## src/rtl/mealy_rr_arbiter.sv

```systemverilog
// Round-robin arbiter sharing one go/done-handshaked engine among NUM_REQ requesters.
// Optional watchdog abort of a stuck job is built when MEALY_ARB_TIMEOUT_EN is defined.
module mealy_rr_arbiter #(
  parameter int NUM_REQ        = 4,
  parameter int TIMEOUT_CYCLES = 64
) (
  input  logic               clk,
  input  logic               rst,
  input  logic [NUM_REQ-1:0] req,
  output logic [NUM_REQ-1:0] gnt,
  output logic [NUM_REQ-1:0] done,
  output logic               eng_go,
  input  logic               eng_done,
  output logic [NUM_REQ-1:0] err
);

  localparam int IDX_W = $clog2(NUM_REQ);

  typedef enum logic [1:0] {
    IDLE,
    BUSY,
    RELEASE
  } state_e;

  state_e             state_q, state_d;
  logic [IDX_W-1:0]   ptr_q, ptr_d;
  logic [IDX_W-1:0]   owner_q, owner_d;
  logic [NUM_REQ-1:0] gnt_q, gnt_d;
  logic [NUM_REQ-1:0] done_q, done_d;
  logic               eng_go_q, eng_go_d;

  logic [IDX_W-1:0]   winner;
  logic [IDX_W-1:0]   cand;
  logic               found;
  logic [IDX_W-1:0]   next_ptr;

`ifdef MEALY_ARB_TIMEOUT_EN
  localparam int CNT_W = $clog2(TIMEOUT_CYCLES + 1);
  localparam logic [CNT_W-1:0] CNT_LIMIT = CNT_W'(TIMEOUT_CYCLES - 1);
  localparam logic [CNT_W-1:0] CNT_MAX   = {CNT_W{1'b1}};

  logic [CNT_W-1:0]   cnt_q, cnt_d;
  logic [NUM_REQ-1:0] err_q, err_d;
`endif

  // First requester at or after the round-robin pointer, wrapping.
  always_comb begin
    winner = ptr_q;
    cand   = ptr_q;
    found  = 1'b0;
    for (int k = 0; k < NUM_REQ; k++) begin
      cand = IDX_W'((int'(ptr_q) + k) % NUM_REQ);
      if (!found && req[cand]) begin
        found  = 1'b1;
        winner = cand;
      end
    end
  end

  assign next_ptr = (owner_q == IDX_W'(NUM_REQ - 1)) ? '0 : owner_q + 1'b1;

  // NOTE: every signal gets a default before the case so no path leaves it unassigned (no latches).
  always_comb begin
    state_d  = state_q;
    ptr_d    = ptr_q;
    owner_d  = owner_q;
    gnt_d    = gnt_q;
    done_d   = '0;
    eng_go_d = eng_go_q;
`ifdef MEALY_ARB_TIMEOUT_EN
    cnt_d    = cnt_q;
    err_d    = '0;
`endif
    case (state_q)
      IDLE: begin
        gnt_d    = '0;
        eng_go_d = 1'b0;
        if (found) begin
          owner_d  = winner;
          gnt_d    = NUM_REQ'(1) << winner;
          eng_go_d = 1'b1;
          state_d  = BUSY;
`ifdef MEALY_ARB_TIMEOUT_EN
          cnt_d    = '0;
`endif
        end
      end
      BUSY: begin
        eng_go_d = 1'b1;
        if (eng_done) begin
          done_d[owner_q] = 1'b1;
          eng_go_d        = 1'b0;
          ptr_d           = next_ptr;
          state_d         = RELEASE;
        end
`ifdef MEALY_ARB_TIMEOUT_EN
        // eng_done takes precedence over a watchdog expiry in the same cycle.
        else if (cnt_q == CNT_LIMIT) begin
          err_d[owner_q] = 1'b1;
          eng_go_d       = 1'b0;
          ptr_d          = next_ptr;
          state_d        = RELEASE;
        end else if (cnt_q != CNT_MAX) begin
          cnt_d = cnt_q + 1'b1;
        end
`endif
      end
      RELEASE: begin
        eng_go_d = 1'b0;
        if (!req[owner_q]) begin
          gnt_d   = '0;
          state_d = IDLE;
        end
      end
      default: begin
        gnt_d    = '0;
        eng_go_d = 1'b0;
        state_d  = IDLE;
      end
    endcase
  end

  // NOTE: sequential state uses non-blocking assignments so all flops update together.
  always_ff @(posedge clk or posedge rst) begin
    if (rst) begin
      state_q  <= IDLE;
      ptr_q    <= '0;
      owner_q  <= '0;
      gnt_q    <= '0;
      done_q   <= '0;
      eng_go_q <= 1'b0;
`ifdef MEALY_ARB_TIMEOUT_EN
      cnt_q    <= '0;
      err_q    <= '0;
`endif
    end else begin
      state_q  <= state_d;
      ptr_q    <= ptr_d;
      owner_q  <= owner_d;
      gnt_q    <= gnt_d;
      done_q   <= done_d;
      eng_go_q <= eng_go_d;
`ifdef MEALY_ARB_TIMEOUT_EN
      cnt_q    <= cnt_d;
      err_q    <= err_d;
`endif
    end
  end

  assign gnt    = gnt_q;
  assign done   = done_q;
  assign eng_go = eng_go_q;
`ifdef MEALY_ARB_TIMEOUT_EN
  assign err    = err_q;
`else
  assign err    = '0;
`endif

endmodule

```

## config.mk

```make
export PLATFORM = sky130hd
export DESIGN_NAME = mealy_rr_arbiter
export DESIGN_NICKNAME = d
export VERILOG_FILES = /design/src/rtl/mealy_rr_arbiter.sv
export SDC_FILE = /design/constraint.sdc
export NUM_CORES = 1
export LEC_CHECK = 0
export CAP_MARGIN = 20
export CORE_UTILIZATION = 23
export CTS_CLUSTER_SIZE = 30
export DETAILED_ROUTE_END_ITERATION = 10
export SKIP_CTS_REPAIR_TIMING = 1
export SLEW_MARGIN = 40
export SYNTH_ARGS = -nofsm -noshare
export SYNTH_HDL_FRONTEND = slang
export SYNTH_SLANG_ARGS = --single-unit
```

## constraint.sdc

```tcl
create_clock -name clk -period 1.4 [get_ports clk]
set_clock_uncertainty 0.05 [all_clocks]
set_input_delay 0.21 -clock clk [delete_from_list [all_inputs] [get_ports clk]]
set_output_delay 0.21 -clock clk [all_outputs]
set_load 0.01 [all_outputs]
```

==> results of run 1 <==
[path summary, 6_finish.rpt]
path                            start         end  depth (start not counted)
max                        owner_q[0]      gnt[2]                          4
min                               rst    ptr_q[1]                          3
max reg2reg                owner_q[0]      gnt[2]                          4
min reg2reg                    gnt[3]      gnt[3]                          1
max in group asynchronous         rst  owner_q[0]                          3
min in group clk               gnt[3]      gnt[3]                          1
[registers in the layout, summed over array words and instances, names as in the netlist]
register,count
done,4
gnt,4
owner_q,2
ptr_q,2
state_q,2
eng_go,1
[per-layer routing]
layer  share of wire, %  global-route usage (%)
met5                  0                       0
met4               0.53                    3.25
met3                7.5                    5.54
met2                 49                    18.7
met1                 43                    12.3
[cell type report]
type / count / area [um^2] / share of cell area, %
Timing Repair Buffer: 27 / 273 / 23.5
Clock buffer: 3 / 22.5 / 1.94
Inverter: 5 / 18.8 / 1.62
Tap cell: 46 / 57.6 / 4.96
Clock inverter: 1 / 5.00 / 0.431
Multi-Input combinational cell: 52 / 409 / 35.2
Sequential cell: 15 / 375 / 32.3
[layout by cell type (no fill, tap or decap), types with 2 or more instances in the layout]
cell,n
o21ai_1,4
a21oi_1,2
a211oi_1,2
nor2b_1,3
o22a_1,2
conb_1,4
and2_1,5
o2bb2ai_1,2
clkbuf_4,3
dfrtp_1,15
inv_1,5
nor3b_1,2
a22o_1,2
buf_4,12
nand2_1,7
clkdlybuf4s50_1,2
dlymetal6s2s_1,13
ha_1,4
[synth_stat cells]
library cell	count
inv_1	5
a22o_1	2
o21ai_2	1
o2bb2ai_1	2
or3_1	1
or3_4	1
a21oi_1	2
o21ai_1	3
conb_1	1
mux4_2	1
o21bai_1	1
o22a_1	2
and2_1	5
nor2_1	1
a21boi_0	1
nand2_1	7
nor4_2	1
nor3b_1	2
nand3b_1	1
a211oi_1	2
nand4b_4	1
nor2b_1	3
nand3_2	1
ha_1	4
o21ai_0	1
buf_4	4
o22ai_1	1
dfrtp_1	15
a31oi_1	1
[stage by stage]
step | hold WS [ns] | area [um^2] | worst slack, ns | std cells
finish | 0.160 | 1160 | -0.0530 | 149
global route | 0.168 | 1160 | -0.0950 | 149
CTS | 0.163 | 1100 | -0.134 | 148
detailed placement | 0.434 | 1070 | -0.434 | 144
global placement | 0.434 | 1070 | -0.378 | 144
floorplan | 0.0615 | 812 | -0.0614 | 76
[worst max-delay path, delay by kind of cell, from the launching register on]
family / cells / cell delay (ns)
multiplexers: 1 / 0.53
flip-flops: 1 / 0.38
AO/OA/AOI/OAI: 2 / 0.29
AND/OR/NAND/NOR: 1 / 0.09
[kinds of logic after synthesis]
group                    Yosys count
AO/OA/AOI/OAI                     19
adder cells (fa/ha/maj)            4
buffers and inverters              9
flip-flops                        15
multiplexers                       1
other                              1
AND/OR/NAND/NOR                   24
[power groups by stage]
| stage | combinational [W] | clock (W) | sequential [W] |
|---|---|---|---|
| finish | 0.00105 | 0.000244 | 0.000697 |
| global route | 0.00116 | 0.000283 | 0.000721 |
| global placement | 0.000981 | 0 | 0.000714 |
| CTS | 0.00102 | 0.000255 | 0.000703 |
| floorplan | 0.000488 | 0 | 0.000768 |
| detailed placement | 0.00102 | 0 | 0.000712 |
==> flow_metrics.py, run 1 <==
metrics = {
    "place": {
        "port_buffers": 15,
        "dp_hpwl_um": 1290,
        "gp_congestion": 0.817,
    },
    "clock_tree": {
        "cts_buffer_depth": 2,
        "tritoncts": "built",
        "cts_sinks": 15,
        "cts_made_buffers": 3,
        "htree_num_levels": 1,
        "clk_latency_ns": 0.28,
        "clk_pin_slew_ns": 0.10,
        "root_buffer": "clkbuf_4",
    },
    "critical_path": {
        "cp_slowest_cell": "mux4_2",
        "endpoint_kind": "register",
        "path_max_fanout": 4,
        "cp.required_ns": 1.51,
        "path_cells": "mux4_2 -> nand3_4 -> o21ai_4 -> a22o_1",
        "reg2reg_slack_ns": -0.05,
        "crit_type": "register to register",
        "arrival_ns": 1.57,
        "crit_path_max_incr_delay_ns": 0.53,
        "critPathLaunchType": "register",
    },
    "sta": {
        "fin_setup_tns_ns": -0.0944,
        "fmax_mhz": 688,
        "setup_ws_ns": -0.0530,
        "slew_viol_final": 0,
        "finalCritPeriodShare_pct": 104,
        "hold_viol_final": 0,
        "setup_viol": 2,
        "period_needed_ns": 1.45,
        "rsz0062_at_grt": "true",
    },
    "job": {
        "cap_violations": 0,
    },
    "floorplan": {
        "die_h_um": 61.0,
        "die_w_um": 61.0,
        "io_pins": 20,
        "rows": 21,
        "die_area_um2": 3720,
        "initial_core_util_pct": 24.0,
        "core_area_um2": 3340,
    },
    "global_route": {
        "grt_max_degree": 16,
        "grt_pass1_vias": 646,
        "globalRouteTotalUtil_pct": 11.1,
        "grt_pass1_wl_um": 2900,
        "gr-total-overflow": 0,
        "antenna_found_initial": 0,
    },
    "detailed_routing": {
        "drt_iter0_drc": 3,
        "wl_per_cell_um": 11.3,
        "wl_um": 1690,
        "vias": 639,
        "viasPerCell": 4.29,
        "first_pass_iters": 4,
        "drc_errors": 0,
        "ant_nets": 0,
    },
    "final_layout": {
        "diodes": 0,
        "syn2layout_area_growth_pct": 45.0,
        "utilization_pct": 34.8,
        "drive_above_1_share_pct": 22.3,
        "fin_nets": 115,
        "fillers": 349,
    },
    "logic_synthesis": {
        "yosys.area_share.xor_xnor_pct": 0,
        "synth_top_family_by_area": "simple AND/OR/NAND/NOR gates",
        "synth-compound-area-share_pct": 16.7,
        "synth_cell_type_count": 29,
        "synth_simple_gate_area_share_pct": 20.8,
        "synth_area_leaders": "dfrtp_1 47%, ha_1 6.3%, and2_1 3.9%",
        "syn_avg_cell_area_um2": 11.0,
        "synth_warnings": 0,
        "synth_top_area_share_pct": 46.9,
        "synthAdderAreaFrac_pct": 6.25,
        "synth.area.mux_share_pct": 2.81,
        "synth_cells": 73,
        "synth_area_um2": 801,
        "yosys.area.top_type": "dfrtp_1",
        "synth_seq_cells": 15,
        "yosysSeqAreaShare_pct": 46.9,
    },
    "power_and_ir_drop": {
        "leakagePower_nw": 0.691,
        "seqPwrFrac_pct": 35.0,
        "p_switching_w": 0.000749,
        "combinationalPowerShare_pct": 52.8,
        "p_total_w": 0.00199,
        "p_sw_share_pct": 37.6,
        "pwr-share-clk_pct": 12.2,
        "powerDensity_nw_per_um2": 1720,
        "internal-power_w": 0.00124,
        "peakVddDrop_v": 0.000657,
    },
    "outcome": {
        "violations": "negative setup slack",
        "status": "finished, violations left",
    },
    "hold_path": {
        "worstHoldPathType": "input pin to asynchronous set/reset pin",
    },
}
Note: power is estimated with default switching activity, not from simulation.
==> run 2: changes to the inputs <==
--- a/config.mk
+++ b/config.mk
@@ -9,6 +9,7 @@
 export CORE_UTILIZATION = 23
 export CTS_CLUSTER_SIZE = 30
 export DETAILED_ROUTE_END_ITERATION = 10
+export GPL_TIMING_DRIVEN = 0
 export SKIP_CTS_REPAIR_TIMING = 1
 export SLEW_MARGIN = 40
 export SYNTH_ARGS = -nofsm -noshare
==> flow_metrics.py, run 2 (synthesized netlist as in run 1, its figures left out) <==
metrics = {
    "clock_tree": {
        "cts_made_buffers": 3,
        "cts_buffer_depth": 2,
        "root_buffer": "clkbuf_4",
        "htree_num_levels": 1,
        "clk_latency_ns": 0.28,
        "tritoncts": "built",
        "clk_pin_slew_ns": 0.08,
        "cts_sinks": 15,
    },
    "critical_path": {
        "cp_slowest_cell": "mux4_2",
        "arrival_ns": 1.58,
        "path_cells": "mux4_2 -> nand3_2 -> o21ai_4 -> a22o_1",
        "worst-path-buf-inv": 0,
        "critPathLaunchType": "register",
        "endpoint_kind": "register",
        "path_delay_family": "multiplexers",
        "cp.required_ns": 1.52,
        "path_max_fanout": 4,
        "crit_path_max_incr_delay_ns": 0.50,
        "crit_type": "register to register",
    },
    "detailed_routing": {
        "viasPerCell": 4.10,
        "wl_per_cell_um": 10.3,
        "drc_errors": 0,
        "wl_um": 1500,
        "vias": 594,
        "drt_iter0_drc": 7,
        "first_pass_iters": 4,
        "ant_nets": 0,
    },
    "global_route": {
        "grt_pass1_wl_um": 2480,
        "globalRouteTotalUtil_pct": 9.37,
        "gr-total-overflow": 0,
        "grt_max_degree": 16,
        "antenna_found_initial": 0,
        "grt_pass1_vias": 575,
    },
    "power_and_ir_drop": {
        "leakagePower_nw": 0.670,
        "powerDensity_nw_per_um2": 1660,
        "p_total_w": 0.00189,
        "peakVddDrop_v": 0.000640,
    },
    "floorplan": {
        "die_h_um": 61.0,
        "die_w_um": 61.0,
        "die_area_um2": 3720,
        "initial_core_util_pct": 24.0,
        "rows": 21,
        "io_pins": 20,
        "core_area_um2": 3340,
    },
    "place": {
        "gp_congestion": 0.737,
        "dp_cells": 137,
        "detailedPlace.worstSlack_ns": -0.461,
        "port_buffers": 15,
        "dp_hpwl_um": 1090,
    },
    "outcome": {
        "status": "finished, violations left",
        "violations": "negative setup slack",
    },
    "sta": {
        "fmax_mhz": 685,
        "slew_viol_final": 0,
        "hold_viol_final": 0,
        "worst_pin_slew_ns": 0.547,
        "finalCritPeriodShare_pct": 104,
        "setup_viol": 2,
        "max_slew_margin_pct": 63.5,
        "rsz0062_at_grt": "true",
        "setup_ws_ns": -0.0597,
        "period_needed_ns": 1.46,
    },
    "job": {
        "cap_violations": 0,
    },
    "final_layout": {
        "syn2layout_area_growth_pct": 42.2,
        "drive_above_1_share_pct": 22.2,
        "diodes": 0,
        "final_cell_mix": "13 x dlymetal6s2s_1, 12 x dfrtp_1, 8 x buf_4, 7 x nand2_1",
        "fin_cells": 145,
        "fillers": 352,
        "mostFrequentLayoutCell": "dlymetal6s2s_1",
        "fin_nets": 111,
    },
    "hold_path": {
        "worstHoldPathType": "input pin to asynchronous set/reset pin",
    },
}
## run 2: stage by stage
| step | hold WS (ns) | TNS (ns) | utilization [%] | cell area (um^2) |
|---|---|---|---|---|
| after global placement | 0.431 | -3.14 | 30.6 | 1020 |
| after detailed placement | 0.429 | -3.08 | 30.6 | 1020 |
| after floorplan | 0.0615 | -0.123 | - | 812 |
| final | 0.219 | -0.113 | 34.1 | 1140 |
| after global routing | 0.267 | -0.557 | 34.1 | 1140 |
| after CTS | 0.243 | -0.841 | 31.3 | 1050 |
## run 2: routing by layer
metal	vias up	routed length (um)	track usage, %
met5	-	0	0
met4	0	4	1.95
met3	2	125	5.33
met2	14	708	14.9
met1	274	659	11.1
li1	304	-	-
## run 2: cell type report
class | count | area [um^2] | area share [%]
sequential | 15 | 379 | 33.3
timing repair buffer | 19 | 213 | 18.7
tap | 46 | 57.6 | 5.05
buffer | 4 | 30.0 | 2.64
clock buffer | 4 | 26.3 | 2.31
multi-input combinational | 52 | 414 | 36.4
inverter | 5 | 18.8 | 1.65
## run 2: worst paths after layout
path	startpoint	to	slack, ns	depth (start not counted)
setup / recovery	owner_q[0]	gnt[0]	-0.06	4
hold / removal	rst	eng_go	0.22	2
setup reg to reg	owner_q[0]	gnt[0]	-0.06	4
hold reg to reg	gnt[1]	gnt[1]	0.45	1
max in group asynchronous	rst	ptr_q[1]	0.69	2
min in group clk	req[0]	state_q[0]	0.44	3
## run 2: where the power goes
group / internal [W] / leakage, nW / switching [W]
Sequential: 0.000605 / 0.191 / 0.000128
Combinational: 0.000472 / 0.464 / 0.000449
Clock: 0.000111 / 0.0150 / 0.000125
